`src/rtl/spi_pkg.sv`:
```
// Shared definitions for the SPI main-side transfer engine.
//   spi_main_state_e : transfer FSM states (IDLE -> SETUP -> XFER -> HOLD)
//   spi_mode_t       : latched clock mode {cpol, cpha}
//   SPI_DEFAULT_DIV  : divider value the sclk generator holds before any transfer
package spi_pkg;

    typedef enum logic [1:0] {
        IDLE  = 2'd0,
        SETUP = 2'd1,
        XFER  = 2'd2,
        HOLD  = 2'd3
    } spi_main_state_e;

    typedef struct packed {
        logic cpol;
        logic cpha;
    } spi_mode_t;

    localparam int unsigned SPI_DEFAULT_DIV = 32'd4;

endpackage

```
`src/rtl/spi_sclk_gen.sv`:
```
// Half-period counter and sclk toggle for the SPI main transfer engine.
// Every phase (SETUP, each sclk half-period, HOLD) lasts div+1 clk cycles; the
// counter reloads the latched divider at each boundary.
// Ports:
//   clk, rst_n   : clock, async active-low reset
//   load         : transfer accepted; capture div_in and park sclk at cpol_in
//   div_in       : live half-period divider
//   cpol_in      : live clock polarity (idle level while inactive)
//   cpol_lat     : polarity latched for the running transfer
//   active       : FSM is in SETUP/XFER/HOLD
//   toggle_en    : a boundary in this phase toggles sclk
//   sclk         : registered serial clock
//   bnd_stb      : one-cycle strobe, current phase ends at this edge
//   lead_stb     : boundary that moves sclk away from its idle level
//   trail_stb    : boundary that returns sclk to its idle level
module spi_sclk_gen
    import spi_pkg::*;
#(
    parameter int DIV_WIDTH = 8
) (
    input  logic                 clk,
    input  logic                 rst_n,
    input  logic                 load,
    input  logic [DIV_WIDTH-1:0] div_in,
    input  logic                 cpol_in,
    input  logic                 cpol_lat,
    input  logic                 active,
    input  logic                 toggle_en,
    output logic                 sclk,
    output logic                 bnd_stb,
    output logic                 lead_stb,
    output logic                 trail_stb
);

    logic [DIV_WIDTH-1:0] cnt_r;
    logic [DIV_WIDTH-1:0] div_r;
    logic                 sclk_r;
    logic                 cnt_zero_s;

    assign cnt_zero_s = (cnt_r == {DIV_WIDTH{1'b0}});
    assign bnd_stb    = active && cnt_zero_s;
    // Edge kind is decided by where sclk is now: leaving idle level is leading.
    assign lead_stb   = bnd_stb && toggle_en && (sclk_r == cpol_lat);
    assign trail_stb  = bnd_stb && toggle_en && (sclk_r != cpol_lat);
    assign sclk       = sclk_r;

    // Half-period counter, divider capture and sclk level.
    always_ff @(posedge clk or negedge rst_n) begin
        if (!rst_n) begin
            cnt_r  <= {DIV_WIDTH{1'b0}};
            div_r  <= DIV_WIDTH'(SPI_DEFAULT_DIV);
            sclk_r <= 1'b0;
        end else if (load) begin
            cnt_r  <= div_in;
            div_r  <= div_in;
            sclk_r <= cpol_in;
        end else if (active) begin
            if (cnt_zero_s) begin
                cnt_r <= div_r;
                if (toggle_en) begin
                    sclk_r <= ~sclk_r;
                end else begin
                    sclk_r <= sclk_r;
                end
            end else begin
                cnt_r <= cnt_r - {{(DIV_WIDTH-1){1'b0}}, 1'b1};
            end
        end else begin
            // Idle: sclk tracks the live polarity one cycle late.
            sclk_r <= cpol_in;
        end
    end

endmodule

```
`src/rtl/spi_main_xfer.sv`:
```
// SPI main-side (controller) transfer engine: one DATA_WIDTH word per start,
// all four CPOL/CPHA modes, sclk half-period of clk_div+1 pclk cycles.
// Optional feature: define SPI_MAIN_LSB_FIRST_EN to add the lsb_first input,
// latched with start, selecting LSB-first shifting of tx and assembly of rx.
// Ports:
//   pclk, presetn : clock, async active-low reset
//   start         : request a transfer (accepted only when idle and not on done)
//   tx_data, cpol, cpha, clk_div (, lsb_first) : latched when start is accepted
//   miso_pad_i    : serial data from sub
//   sclk_pad_o, ss_n_pad_o, mosi_pad_o : registered pad outputs
//   rx_data       : last received word, updated only on the done cycle
//   busy          : high for the whole transfer
//   done          : one-cycle completion pulse
module spi_main_xfer
    import spi_pkg::*;
#(
    parameter int DATA_WIDTH = 8,
    parameter int DIV_WIDTH  = 8
) (
    input  logic                  pclk,
    input  logic                  presetn,
    input  logic                  start,
    input  logic [DATA_WIDTH-1:0] tx_data,
    input  logic                  cpol,
    input  logic                  cpha,
    input  logic [DIV_WIDTH-1:0]  clk_div,
`ifdef SPI_MAIN_LSB_FIRST_EN
    input  logic                  lsb_first,
`endif
    input  logic                  miso_pad_i,
    output logic                  sclk_pad_o,
    output logic                  ss_n_pad_o,
    output logic                  mosi_pad_o,
    output logic [DATA_WIDTH-1:0] rx_data,
    output logic                  busy,
    output logic                  done
);

    localparam int              HP_W    = $clog2(2 * DATA_WIDTH);
    localparam logic [HP_W-1:0] LAST_HP = HP_W'(2 * DATA_WIDTH - 1);

    spi_main_state_e       state_r;
    spi_mode_t             mode_r;
    logic                  lsb_r;
    logic [DATA_WIDTH-1:0] tx_sh_r;
    logic [DATA_WIDTH-1:0] rx_sh_r;
    logic [HP_W-1:0]       hp_cnt_r;

    logic accept_s;
    logic active_s;
    logic toggle_en_s;
    logic bnd_s;
    logic lead_s;
    logic trail_s;
    logic lsb_in_s;

`ifdef SPI_MAIN_LSB_FIRST_EN
    assign lsb_in_s = lsb_first;
`else
    assign lsb_in_s = 1'b0;
`endif

    // Next bit to put on the wire from a shift word.
    function automatic logic head_bit(input logic [DATA_WIDTH-1:0] w, input logic lsb);
        if (lsb) begin
            head_bit = w[0];
        end else begin
            head_bit = w[DATA_WIDTH-1];
        end
    endfunction

    // Shift word with its head bit consumed.
    function automatic logic [DATA_WIDTH-1:0] drop_head(input logic [DATA_WIDTH-1:0] w,
                                                        input logic lsb);
        if (lsb) begin
            drop_head = {1'b0, w[DATA_WIDTH-1:1]};
        end else begin
            drop_head = {w[DATA_WIDTH-2:0], 1'b0};
        end
    endfunction

    // Receive word with a newly sampled bit appended in wire order.
    function automatic logic [DATA_WIDTH-1:0] push_bit(input logic [DATA_WIDTH-1:0] w,
                                                       input logic b, input logic lsb);
        if (lsb) begin
            push_bit = {b, w[DATA_WIDTH-1:1]};
        end else begin
            push_bit = {w[DATA_WIDTH-2:0], b};
        end
    endfunction

    // The done cycle is already IDLE, so it is excluded explicitly to forbid back-to-back starts.
    assign accept_s    = (state_r == IDLE) && start && !done;
    assign active_s    = (state_r != IDLE);
    // The last XFER half-period already sits at the idle level, so its end does not toggle.
    assign toggle_en_s = (state_r == SETUP) || ((state_r == XFER) && (hp_cnt_r != LAST_HP));

    spi_sclk_gen #(
        .DIV_WIDTH (DIV_WIDTH)
    ) u_sclk_gen (
        .clk       (pclk),
        .rst_n     (presetn),
        .load      (accept_s),
        .div_in    (clk_div),
        .cpol_in   (cpol),
        .cpol_lat  (mode_r.cpol),
        .active    (active_s),
        .toggle_en (toggle_en_s),
        .sclk      (sclk_pad_o),
        .bnd_stb   (bnd_s),
        .lead_stb  (lead_s),
        .trail_stb (trail_s)
    );

    // Transfer FSM with shift registers and registered pad/status outputs.
    always_ff @(posedge pclk or negedge presetn) begin
        if (!presetn) begin
            state_r    <= IDLE;
            mode_r     <= '{cpol: 1'b0, cpha: 1'b0};
            lsb_r      <= 1'b0;
            tx_sh_r    <= {DATA_WIDTH{1'b0}};
            rx_sh_r    <= {DATA_WIDTH{1'b0}};
            hp_cnt_r   <= {HP_W{1'b0}};
            ss_n_pad_o <= 1'b1;
            mosi_pad_o <= 1'b0;
            rx_data    <= {DATA_WIDTH{1'b0}};
            busy       <= 1'b0;
            done       <= 1'b0;
        end else begin
            done <= 1'b0;

            // cpha=0: sample on leading, shift on trailing; cpha=1: the reverse.
            if (lead_s) begin
                if (mode_r.cpha) begin
                    mosi_pad_o <= head_bit(tx_sh_r, lsb_r);
                    tx_sh_r    <= drop_head(tx_sh_r, lsb_r);
                end else begin
                    rx_sh_r <= push_bit(rx_sh_r, miso_pad_i, lsb_r);
                end
            end else if (trail_s) begin
                if (mode_r.cpha) begin
                    rx_sh_r <= push_bit(rx_sh_r, miso_pad_i, lsb_r);
                end else begin
                    mosi_pad_o <= head_bit(tx_sh_r, lsb_r);
                    tx_sh_r    <= drop_head(tx_sh_r, lsb_r);
                end
            end

            case (state_r)
                IDLE: begin
                    if (accept_s) begin
                        state_r    <= SETUP;
                        mode_r     <= '{cpol: cpol, cpha: cpha};
                        lsb_r      <= lsb_in_s;
                        rx_sh_r    <= {DATA_WIDTH{1'b0}};
                        hp_cnt_r   <= {HP_W{1'b0}};
                        ss_n_pad_o <= 1'b0;
                        busy       <= 1'b1;
                        // cpha=0 needs the first bit valid before the first leading edge.
                        if (!cpha) begin
                            mosi_pad_o <= head_bit(tx_data, lsb_in_s);
                            tx_sh_r    <= drop_head(tx_data, lsb_in_s);
                        end else begin
                            mosi_pad_o <= 1'b0;
                            tx_sh_r    <= tx_data;
                        end
                    end
                end
                SETUP: begin
                    if (bnd_s) begin
                        state_r <= XFER;
                    end
                end
                XFER: begin
                    if (bnd_s) begin
                        if (hp_cnt_r == LAST_HP) begin
                            state_r <= HOLD;
                        end else begin
                            hp_cnt_r <= hp_cnt_r + {{(HP_W-1){1'b0}}, 1'b1};
                        end
                    end
                end
                HOLD: begin
                    if (bnd_s) begin
                        state_r    <= IDLE;
                        ss_n_pad_o <= 1'b1;
                        busy       <= 1'b0;
                        done       <= 1'b1;
                        mosi_pad_o <= 1'b0;
                        rx_data    <= rx_sh_r;
                    end
                end
                default: begin
                    state_r <= IDLE;
                end
            endcase
        end
    end

endmodule

```
`config.mk`:
```
export PLATFORM = sky130hd
export DESIGN_NAME = spi_main_xfer
export DESIGN_NICKNAME = d
export VERILOG_FILES = /design/src/rtl/spi_pkg.sv /design/src/rtl/spi_sclk_gen.sv /design/src/rtl/spi_main_xfer.sv
export SDC_FILE = /design/constraint.sdc
export NUM_CORES = 1
export LEC_CHECK = 0
export BUFFER_PORTS_ARGS = -buffer_cell sky130_fd_sc_hd__buf_2
export CORE_MARGIN = 2
export CORE_UTILIZATION = 35
export DETAILED_ROUTE_END_ITERATION = 8
export GPL_TIMING_DRIVEN = 1
export PLACE_DENSITY = 0.66
export SETUP_SLACK_MARGIN = 0.2
export SYNTH_ARGS = -nofsm -noshare
export SYNTH_HDL_FRONTEND = slang
export SYNTH_SLANG_ARGS = --single-unit
```
`constraint.sdc`:
```
create_clock -name pclk -period 2.15 [get_ports pclk]
set_input_delay 0.1075 -clock pclk [delete_from_list [all_inputs] [get_ports pclk]]
set_output_delay 0.1075 -clock pclk [all_outputs]
set_load 0.02 [all_outputs]
```
==> results of run 1 <==
==> layer usage <==
metal | global-route usage | wire [microns] | up-vias | part of all wire
met5 | 0 | 0 | - | 0
met3 | 0.0206 | 210 | 4 | 0.027
met1 | 0.224 | 3750 | 1402 | 0.48
met4 | 0.0569 | 57 | 0 | 0.0073
li1 | - | - | 1418 | -
met2 | 0.264 | 3810 | 53 | 0.49
==> metrics by stage <==
stage	power [mW]	hold slack, ps	setup TNS (ps)	setup slack, ps
after floorplan	1.03	-188	0	175
after global placement	1.08	124	0	43.8
after detailed placement	1.09	130	-165	-29.0
after CTS	1.68	4.27	0	108
after global routing	1.72	26.0	-13.6	-10.6
final	1.66	6.59	0	70.8
==> critical path, stage by stage, from the launching register on <==
cell and delay [ps]:
dfrtp_1 420, inv_2 90, ha_4 130, or4b_4 520, nor3_4 180, and2_4 230
o21ai_1 90, a221o_1 310
==> registers in the layout, indices dropped and copies added, names as in the netlist, 2 cells and up <==
name / count
tx_sh_r: 8
hp_cnt_r: 4
u_sclk_gen.div_r: 8
state_r: 2
rx_data: 8
mode_r: 2
rx_sh_r: 8
u_sclk_gen.cnt_r: 8
==> cell usage in the layout, fill, tap and decap left out, drive strengths merged, types with 2 or more instances in the layout <==
cell	n
o31ai	7
and2b	2
o211ai	3
a211oi	15
dlygate4sd3	7
mux2	5
a22oi	2
a21oi	30
xor2	3
nor3	4
a221o	7
ha	7
and2	3
dfstp	2
nand4	2
buf	71
clkinvlp	2
dfrtp	51
o21ai	36
or3	6
clkbuf	6
inv	13
nor4	2
a31oi	5
xnor2	3
nor2b	21
nand3	8
nand2b	2
nor2	30
nand2	62
a21boi	2
nand4b	2
==> how the worst max path moves through the flow <==
stage,startpoint,endpoint,slack [ps]
after floorplan,u_sclk_gen.cnt_r[0]$_DFFE_PN0N_,rx_sh_r[6]$_DFF_PN0_,180
after global placement,u_sclk_gen.cnt_r[0]$_DFFE_PN0N_,rx_sh_r[3]$_DFF_PN0_,40
after detailed placement,u_sclk_gen.cnt_r[0]$_DFFE_PN0N_,rx_sh_r[5]$_DFF_PN0_,-30
after CTS,u_sclk_gen.cnt_r[0]$_DFFE_PN0N_,rx_sh_r[6]$_DFF_PN0_,110
after global routing,u_sclk_gen.cnt_r[0]$_DFFE_PN0N_,rx_sh_r[6]$_DFF_PN0_,-10
final,u_sclk_gen.cnt_r[0]$_DFFE_PN0N_,rx_sh_r[4]$_DFF_PN0_,70
==> Yosys cell counts (3+ instances only) <==
master / instances / share of area
dfrtp_1: 51 / 0.41
a211oi_1: 15 / 0.036
o31ai_1: 7 / 0.017
o211ai_1: 3 / 0.0072
or3_1: 6 / 0.012
mux2_2: 5 / 0.018
nand2_1: 60 / 0.072
nor2b_1: 21 / 0.042
clkbuf_1: 15 / 0.018
nor2_1: 29 / 0.035
a21oi_1: 30 / 0.048
a221o_1: 7 / 0.022
inv_1: 13 / 0.016
ha_1: 7 / 0.028
o21ai_0: 28 / 0.045
xor2_1: 3 / 0.0084
o21ai_1: 7 / 0.011
and2_1: 3 / 0.0060
xnor2_1: 3 / 0.0084
nand3_1: 8 / 0.013
a31oi_1: 5 / 0.010
==> cell families after synthesis <==
logic type | count (synthesis)
compound gates | 113
buf+inv | 32
simple gates | 148
flops | 53
mux | 6
fa+ha+maj | 7
xor+xnor | 6
==> cell type report <==
class	instances	area [sq um]	area share
inverters	13	48.8	0.0123
flip-flops and latches	53	1330	0.335
clock inverters	2	15.0	0.00378
well taps	108	135	0.0340
clock buffers	6	72.6	0.0183
multi-input cells	280	1830	0.460
repair buffers	78	542	0.136
==> timing repair <==
action / 4_1_cts / 5_1_grt
setup endpoints to repair: 29 / 34
hold buffers: 7 / 0
setup buffers: 1 / 6
pin swaps: 0 / 17
hold endpoints to repair: 57 / 0
gates resized for setup: 11 / 30
==> where the power goes <==
part | switching [mW] | total [mW] | internal, mW
combinational | 0.0439 | 0.0777 | 0.0337
sequential | 0 | 0.996 | 0.996
clock | 0.352 | 0.583 | 0.231
==> out/qor.yml, run 1 <==
nets: 460
fillers: 857
final_area_sq_um: 3970
drt_iter0_drc: 160
rows: 34
grt_max_degree: 54
drv_cap: 0
gp_congestion: 0.857
r2r_slack_ps: 70
ys_types: 50
numCtsBuffers: 5
track_usage: 0.162
yosysWarnings: 0
hold_viol: 0
start_kind: "flip-flop"
layout-drive-gt1-share: 0.278
worstHoldStart: "clk_div[0]"
antenna_found_initial: 0
placed_cell_area_sq_um: 3600
overflow: 0
syn2layout_area_growth_pct: 27.1
routed_wl_mm: 7.83
synth_area_per_cell_sq_um: 8.56
cts_tree: "yes"
synth_edf_count: 0
die-height_microns: 98.5
max-vdd-ir-drop_mv: 0.280
synthAdderAreaFrac: 0.0280
die_w_microns: 98.5
leakage_nw: 1.74
ioPinCount: 35
io_buffers: 34
worstSetupEndpointType: "flip-flop"
period_needed_ps: 2080
first_pass_iters: 4
grt_pass1_vias: 2780
holdPathEnd: "u_sclk_gen.div_r[0]$_DFFE_PN0P_"
dp_hpwl_mm: 5.37
final_cells: 540
clock_sinks: 53
clock_latency_ps: 310
ant_nets: 0
synthFlopType: "dfrtp_1"
vias: 2877
period_share: 0.967
p_per_area_nw_per_um2: 417
max_slew_margin: 0.614
reg2reg_depth: 7
required_ps: 2350
ys_ff_latch: 53
syn_nets: 394
worst_pin_slew_ps: 579
rsz0062_at_grt: "yes"
synth-compound-area-share: 0.225
setup_viol: 0
core_area_sq_um: 8680
path_clk_slew_ps: 110
fin_skew_ps: 13.7
crit_arrival_ps: 2280
synth-xor-area-share: 0.0168
async_flop_share: 1.00
htreeDepth: 2
wl_per_cell_microns: 14.5
synth_top_family_by_area: "simple AND/OR/NAND/NOR gates"
clock.fmax_ghz: 0.481
post-route-util: 0.457
worstReg2RegStart: "u_sclk_gen.cnt_r[0]$_DFFE_PN0N_"
cts_buffer_depth: 2
drc: 0
die-area_sq_um: 9690
synth_area_sq_um: 3120
grt_pass1_wl_mm: 13.1
seq_area_frac_synth: 0.425
outcome: "finished clean"
holdPathStages: 3
synth-simple-area-share: 0.241
holdCritPathClass: "primary input to flip-flop"
dp.cells: 518
maxSlewViolCount: 0
rr_endpoint: "rx_sh_r[4]$_DFF_PN0_"
cts_root_buffer: "clkbuf_8"
diodes: 0
critPathKind: "flip-flop to flip-flop"
cp_max_fo: 8
synthCells: 365
initial_utilization: 0.360
synthMuxAreaShare: 0.0212
via_per_inst: 5.33
(Power assumes the default switching activity.)
==> run 2: changes to the inputs <==
--- a/config.mk
+++ b/config.mk
@@ -5,12 +5,14 @@
 export SDC_FILE = /design/constraint.sdc
 export NUM_CORES = 1
 export LEC_CHECK = 0
+export ABC_CLOCK_PERIOD_IN_PS = 2150
 export BUFFER_PORTS_ARGS = -buffer_cell sky130_fd_sc_hd__buf_2
 export CORE_MARGIN = 2
 export CORE_UTILIZATION = 35
 export DETAILED_ROUTE_END_ITERATION = 8
 export GPL_TIMING_DRIVEN = 1
 export PLACE_DENSITY = 0.66
+export RECOVER_POWER = 25
 export SETUP_SLACK_MARGIN = 0.2
 export SYNTH_ARGS = -nofsm -noshare
 export SYNTH_HDL_FRONTEND = slang
==> run 2 against run 1 <==
Net effect:
- worst setup slack lost 4.1 ps
- first-iteration DRC count is the same
- global-route usage is the same
- maximum frequency shrank 0.20%
- sequential power is essentially flat
- final cell count is the same
- largest cell class unchanged
- wire length shrank 0.31%
- non-clock buffer count is the same
- register-to-register slack is essentially flat
==> out/qor.yml, run 2 (synthesis gave the netlist of run 1 again) <==
outcome: "finished clean"
first_pass_iters: 4  # unchanged
placed_cell_area_sq_um: 3600  # unchanged
path_cells: "inv_2, ha_4, or4b_4, nor3_4, and2_4, o21ai_1, a221o_1"
drc: 0  # unchanged
dr_wl_met2_mm: 3.83  # +0.47%
hold_ws_ps: 6.81  # +0.224 ps
period_needed_ps: 2080  # +4.11 ps
max-vdd-ir-drop_mv: 0.280  # -0.18%
vias: 2867  # -0.35%
crit_buf_inv: 1  # unchanged
cts_tree: "yes"
gp_congestion: 0.857  # unchanged
layout-drive-gt1-share: 0.278  # unchanged
p_per_area_nw_per_um2: 418  # +0.13%
drt_iter0_drc: 160  # unchanged
numCtsBuffers: 5  # unchanged
holdPathEnd: "u_sclk_gen.div_r[0]$_DFFE_PN0P_"
mostFrequentLayoutCells: "nand2_1 (59), dfrtp_1 (51), buf_2 (34), buf_4 (33), nor2_1 (29)"
clock_sinks: 53  # unchanged
die-area_sq_um: 9690  # unchanged
nets: 460  # unchanged
holdPathStages: 3  # unchanged
required_ps: 2350  # about the same
holdCritPathClass: "primary input to flip-flop"
io_buffers: 34  # unchanged
critical-path-top-delay-family: "simple AND/OR/NAND/NOR gates"
worst_pin_slew_ps: 1350  # +774 ps
r2r_slack_ps: 70  # about the same
antenna_found_initial: 0  # unchanged
start_kind: "flip-flop"
via_per_inst: 5.31  # -0.35%
ioPinCount: 35  # unchanged
dp_hpwl_mm: 5.37  # unchanged
crit_arrival_ps: 2280  # about the same
rsz0062_at_grt: "yes"
path_clk_slew_ps: 110  # about the same
grt_max_degree: 54  # unchanged
clock_latency_ps: 310  # about the same
grt_pass1_vias: 2780  # unchanged
top_layer: "met4"
htreeDepth: 2  # unchanged
cts_buffer_depth: 2  # unchanged
cts_root_buffer: "clkbuf_8"
reg2reg_depth: 7  # unchanged
worstReg2RegStart: "u_sclk_gen.cnt_r[0]$_DFFE_PN0N_"
ant_nets: 0  # unchanged
grt_pass1_wl_mm: 13.1  # unchanged
critPathKind: "flip-flop to flip-flop"
layout_commonest_cell: "nand2_1"
wl_met3_microns: 231  # +10%
final_area_sq_um: 3960  # -0.38%
routed_wl_mm: 7.81  # -0.31%
diodes: 0  # unchanged
drv_cap: 0  # unchanged
hold_viol: 0  # unchanged
slowest_stage: "or4b_4"
leakage_nw: 1.73  # -0.30%
initial_utilization: 0.360  # unchanged
setup_viol: 0  # unchanged
cp_max_fo: 8  # unchanged
die-height_microns: 98.5  # unchanged
wl_per_cell_microns: 14.5  # -0.31%
rr_endpoint: "rx_sh_r[4]$_DFF_PN0_"
tns_ps: 0  # unchanged
slowest_delay_ps: 520  # about the same
overflow: 0  # unchanged
worstHoldStart: "clk_div[0]"
worstSetupEndpointType: "flip-flop"
rows: 34  # unchanged
core_area_sq_um: 8680  # unchanged
fin_skew_ps: 13.7  # +0.0255 ps
syn2layout_area_growth_pct: 26.6
maxSlewViolCount: 0  # unchanged
met1Wirelength_mm: 3.68  # -1.7%
period_share: 0.969  # +0.00191
track_usage: 0.162  # unchanged
die_w_microns: 98.5  # unchanged
clock.fmax_ghz: 0.480  # -0.20%
max_slew_margin: 0.0976  # -0.516
run 2: cell types whose count changed in the layout (fill, tap and decap cells not counted):
cell / delta
buf_12: -1
clkbuf_2: +1
run 2: routing by layer:
layer,up-vias,GRT usage
met5,-,0
met4,0,0.0569
met2,57,0.264
li1,1420,-
met3,4,0.0206
met1,1386,0.224
run 2: worst max path at each step:
| stage | cells after the start | endpoint | slack [ps] | from |
|---|---|---|---|---|
| CTS | 7 | rx_sh_r[6]$_DFF_PN0_ | 110 | u_sclk_gen.cnt_r[0]$_DFFE_PN0N_ |
| floorplan | 8 | rx_sh_r[6]$_DFF_PN0_ | 180 | u_sclk_gen.cnt_r[0]$_DFFE_PN0N_ |
| global placement | 7 | rx_sh_r[3]$_DFF_PN0_ | 40 | u_sclk_gen.cnt_r[0]$_DFFE_PN0N_ |
| global route | 7 | rx_sh_r[6]$_DFF_PN0_ | -10 | u_sclk_gen.cnt_r[0]$_DFFE_PN0N_ |
| finish | 7 | rx_sh_r[4]$_DFF_PN0_ | 70 | u_sclk_gen.cnt_r[0]$_DFFE_PN0N_ |
| detailed placement | 7 | rx_sh_r[5]$_DFF_PN0_ | -30 | u_sclk_gen.cnt_r[0]$_DFFE_PN0N_ |
run 2: final cells by class:
cell class	instances	area [sq um]
Fill cell	859	4720
Multi-Input combinational cell	280	1830
Sequential cell	53	1330
Timing Repair Buffer	78	527
Tap cell	108	135
Clock buffer	6	72.6
Inverter	13	48.8
Clock inverter	2	15.0
run 2: stage by stage:
stage	cells	power (mW)	util	setup WS, ps
2_1_floorplan	365	1.03	-	175
3_3_place_gp	518	1.08	0.415	43.8
3_5_place_dp	518	1.09	0.415	-29.0
4_1_cts	534	1.68	0.438	108
5_1_grt	540	1.72	0.456	-10.6
6_report	540	1.65	0.456	66.7
run 2: worst reg2reg max path, stage by stage (launching register included):
cell and delay (ps):
dfrtp_1 420, inv_2 90, ha_4 130, or4b_4 520, nor3_4 180, and2_4 230, o21ai_1 90, a221o_1 310
run 2: where the power goes:
group	internal (mW)	switching, mW
Combinational	0.0304	0.0432
Clock	0.231	0.352
Sequential	0.996	0
run 2: what timing repair did:
| action | 4_1_cts | 5_1_grt |
|---|---|---|
| setup buffers | 1 | 6 |
| endpoints found under the hold margin | 57 | 0 |
| setup endpoints to repair | 29 | 34 |
| pin swaps | 0 | 17 |
| hold buffers | 7 | 0 |
| resized for setup | 11 | 30 |
==> run 3: changes to the inputs <==
--- a/config.mk
+++ b/config.mk
@@ -7,6 +7,7 @@
 export LEC_CHECK = 0
 export ABC_CLOCK_PERIOD_IN_PS = 2150
 export BUFFER_PORTS_ARGS = -buffer_cell sky130_fd_sc_hd__buf_2
+export CORE_ASPECT_RATIO = 1.5
 export CORE_MARGIN = 2
 export CORE_UTILIZATION = 35
 export DETAILED_ROUTE_END_ITERATION = 8
==> run 3 against run 2 <==
Net effect:
- flip-flop and latch count did not move
- clock skew decreased by 12 ps
- utilization increased by 0.43 points
- the flow now finishes with violations (max-capacitance violations, max-slew violations)
- sequential power barely moved
- critical path depth grew 1
- wire length rose by 6.1%
- count of clock-buffer cells in the layout grew 2
- sequential share of layout area decreased by 0.69 points
==> out/qor.yml, run 3 (synthesis gave the netlist of run 1 again) <==
vias: 2925  # +2.0%
drc: 0  # unchanged
io_buffers: 34  # unchanged
ant_nets: 0  # unchanged
met1Wirelength_mm: 3.30  # -10%
cts_buffer_depth: 2  # unchanged
htreeDepth: 2  # unchanged
core_area_sq_um: 8780  # +1.1%
initial_utilization: 0.356  # -0.00400
via_per_inst: 5.41  # +1.8%
p_per_area_nw_per_um2: 459  # +9.9%
rsz0062_at_grt: "yes"
gp_congestion: 0.838  # -2.2%
overflow: 0  # unchanged
ioPinCount: 35  # unchanged
syn2layout_area_growth_pct: 29.3
drv_cap: 1  # +1
numCtsBuffers: 5  # unchanged
max-vdd-ir-drop_mv: 0.372  # +33%
totalPowerFinal_mw: 1.85  # +12%
outcome: "finished, violations left"
critPathKind: "flip-flop to flip-flop"
diodes: 0  # unchanged
period_needed_ps: 2110  # +21.8 ps
layout-drive-gt1-share: 0.274  # -0.00400
max_slew_margin: -0.0565  # -0.154
top_layer: "met4"
drt_iter0_drc: 212  # +33%
cp_max_fo: 8  # unchanged
leakage_nw: 1.76  # +1.6%
path_clk_slew_ps: 60  # -50 ps
setup_viol: 0  # unchanged
grt_pass1_vias: 2943  # +5.9%
required_ps: 2330  # -20 ps
rows: 42  # +24%
nets: 459  # -0.22%
antenna_found_initial: 0  # unchanged
die_w_microns: 81.1  # -18%
worstSetupEndpointType: "flip-flop"
holdCritPathClass: "primary input to flip-flop"
track_usage: 0.182  # +0.0196
cts_root_buffer: "clkbuf_16"
clock_sinks: 53  # unchanged
violations: "max-capacitance violations, max-slew violations"
clock_latency_ps: 290  # -20 ps
period_share: 0.979  # +0.0101
hold_viol: 0  # unchanged
worst_pin_slew_ps: 1580  # +231 ps
crit_arrival_ps: 2280  # about the same
maxSlewViolCount: 26  # +26
fin_skew_ps: 2.03  # -11.7 ps
die-area_sq_um: 9710  # +0.16%
die-height_microns: 120  # +22%
start_kind: "flip-flop"
clock.fmax_ghz: 0.475  # -1.0%
grt_pass1_wl_mm: 13.7  # +4.8%
wl_per_cell_microns: 15.3  # +6.0%
routed_wl_mm: 8.29  # +6.1%
grt_max_degree: 29  # -46%
layout_commonest_cell: "nand2_1"
dr_wl_met2_mm: 4.47  # +17%
wl_met3_microns: 226  # -2.2%
first_pass_iters: 4  # unchanged
post-route-util: 0.460  # +0.00434
dp_hpwl_mm: 6.00  # +12%
mostFrequentLayoutCells: "nand2_1 (55), dfrtp_1 (51), buf_2 (30), buf_4 (30), nor2_1 (29)"
cts_tree: "yes"
[run 3: worst max-delay path, cell delays in order (launching register included)]
cell and delay (ps):
dfrtp_1 390, inv_2 90, ha_4 130, or4b_4 490, buf_6 140, nor3_4 130, and2_4 230, o21ai_2 70
a221o_1 320
[run 3: final timing paths]
kind,endpoint,startpoint,cells after the start,slack (ps)
min in group asynchronous,busy$_DFFE_PN0P_,presetn,2,740
worst min-delay path,u_sclk_gen.div_r[6]$_DFFE_PN0P_,clk_div[6],3,10
worst max register to register,rx_sh_r[7]$_DFF_PN0_,u_sclk_gen.cnt_r[0]$_DFFE_PN0N_,8,40
worst max-delay path,rx_sh_r[7]$_DFF_PN0_,u_sclk_gen.cnt_r[0]$_DFFE_PN0N_,8,40
worst min register to register,u_sclk_gen.div_r[2]$_DFFE_PN1P_,u_sclk_gen.div_r[2]$_DFFE_PN1P_,2,460
max in group asynchronous,u_sclk_gen.div_r[5]$_DFFE_PN0P_,presetn,2,490
[run 3: metal layers]
metal	GRT usage	vias to the layer above
met4	0.0890	0
met2	0.319	60
met3	0.0301	21
met5	0	-
li1	-	1421
met1	0.209	1423
[run 3: area by class of cell]
class | instances | area [sq um]
inverters | 13 | 48.8
well taps | 110 | 138
multi-input cells | 280 | 1820
clock buffers | 8 | 136
fillers | 849 | 4740
flip-flops and latches | 53 | 1330
repair buffers | 77 | 564
[run 3: timing repair]
action / in CTS / in global routing
endpoints found under the hold margin: 25 / 0
setup endpoints to repair: 28 / 37
setup buffers: 7 / 9
pin swaps: 3 / 12
hold buffers: 2 / 0
resized for setup: 10 / 42
[run 3: metrics by stage]
stage          setup WS (ps)  TNS [ps]  cell area (sq um)  cells  hold WS [ps]
6_report                44.9         0               4040    541          13.8
5_1_grt                -45.9      -155               4040    541          9.89
4_1_cts                 84.0         0               3830    532          7.25
3_5_place_dp           -40.1      -209               3560    515           175
3_3_place_gp           -3.46     -3.75               3560    515           168
2_1_floorplan            175         0               3130    365          -188
[run 3: report_power, final]
| group | total, mW | internal [mW] | switching, mW |
|---|---|---|---|
| sequential | 0.997 | 0.997 | 0 |
| combinational | 0.0706 | 0.0276 | 0.0431 |
| clock | 0.786 | 0.434 | 0.352 |
| total | 1.85 | 1.46 | 0.395 |
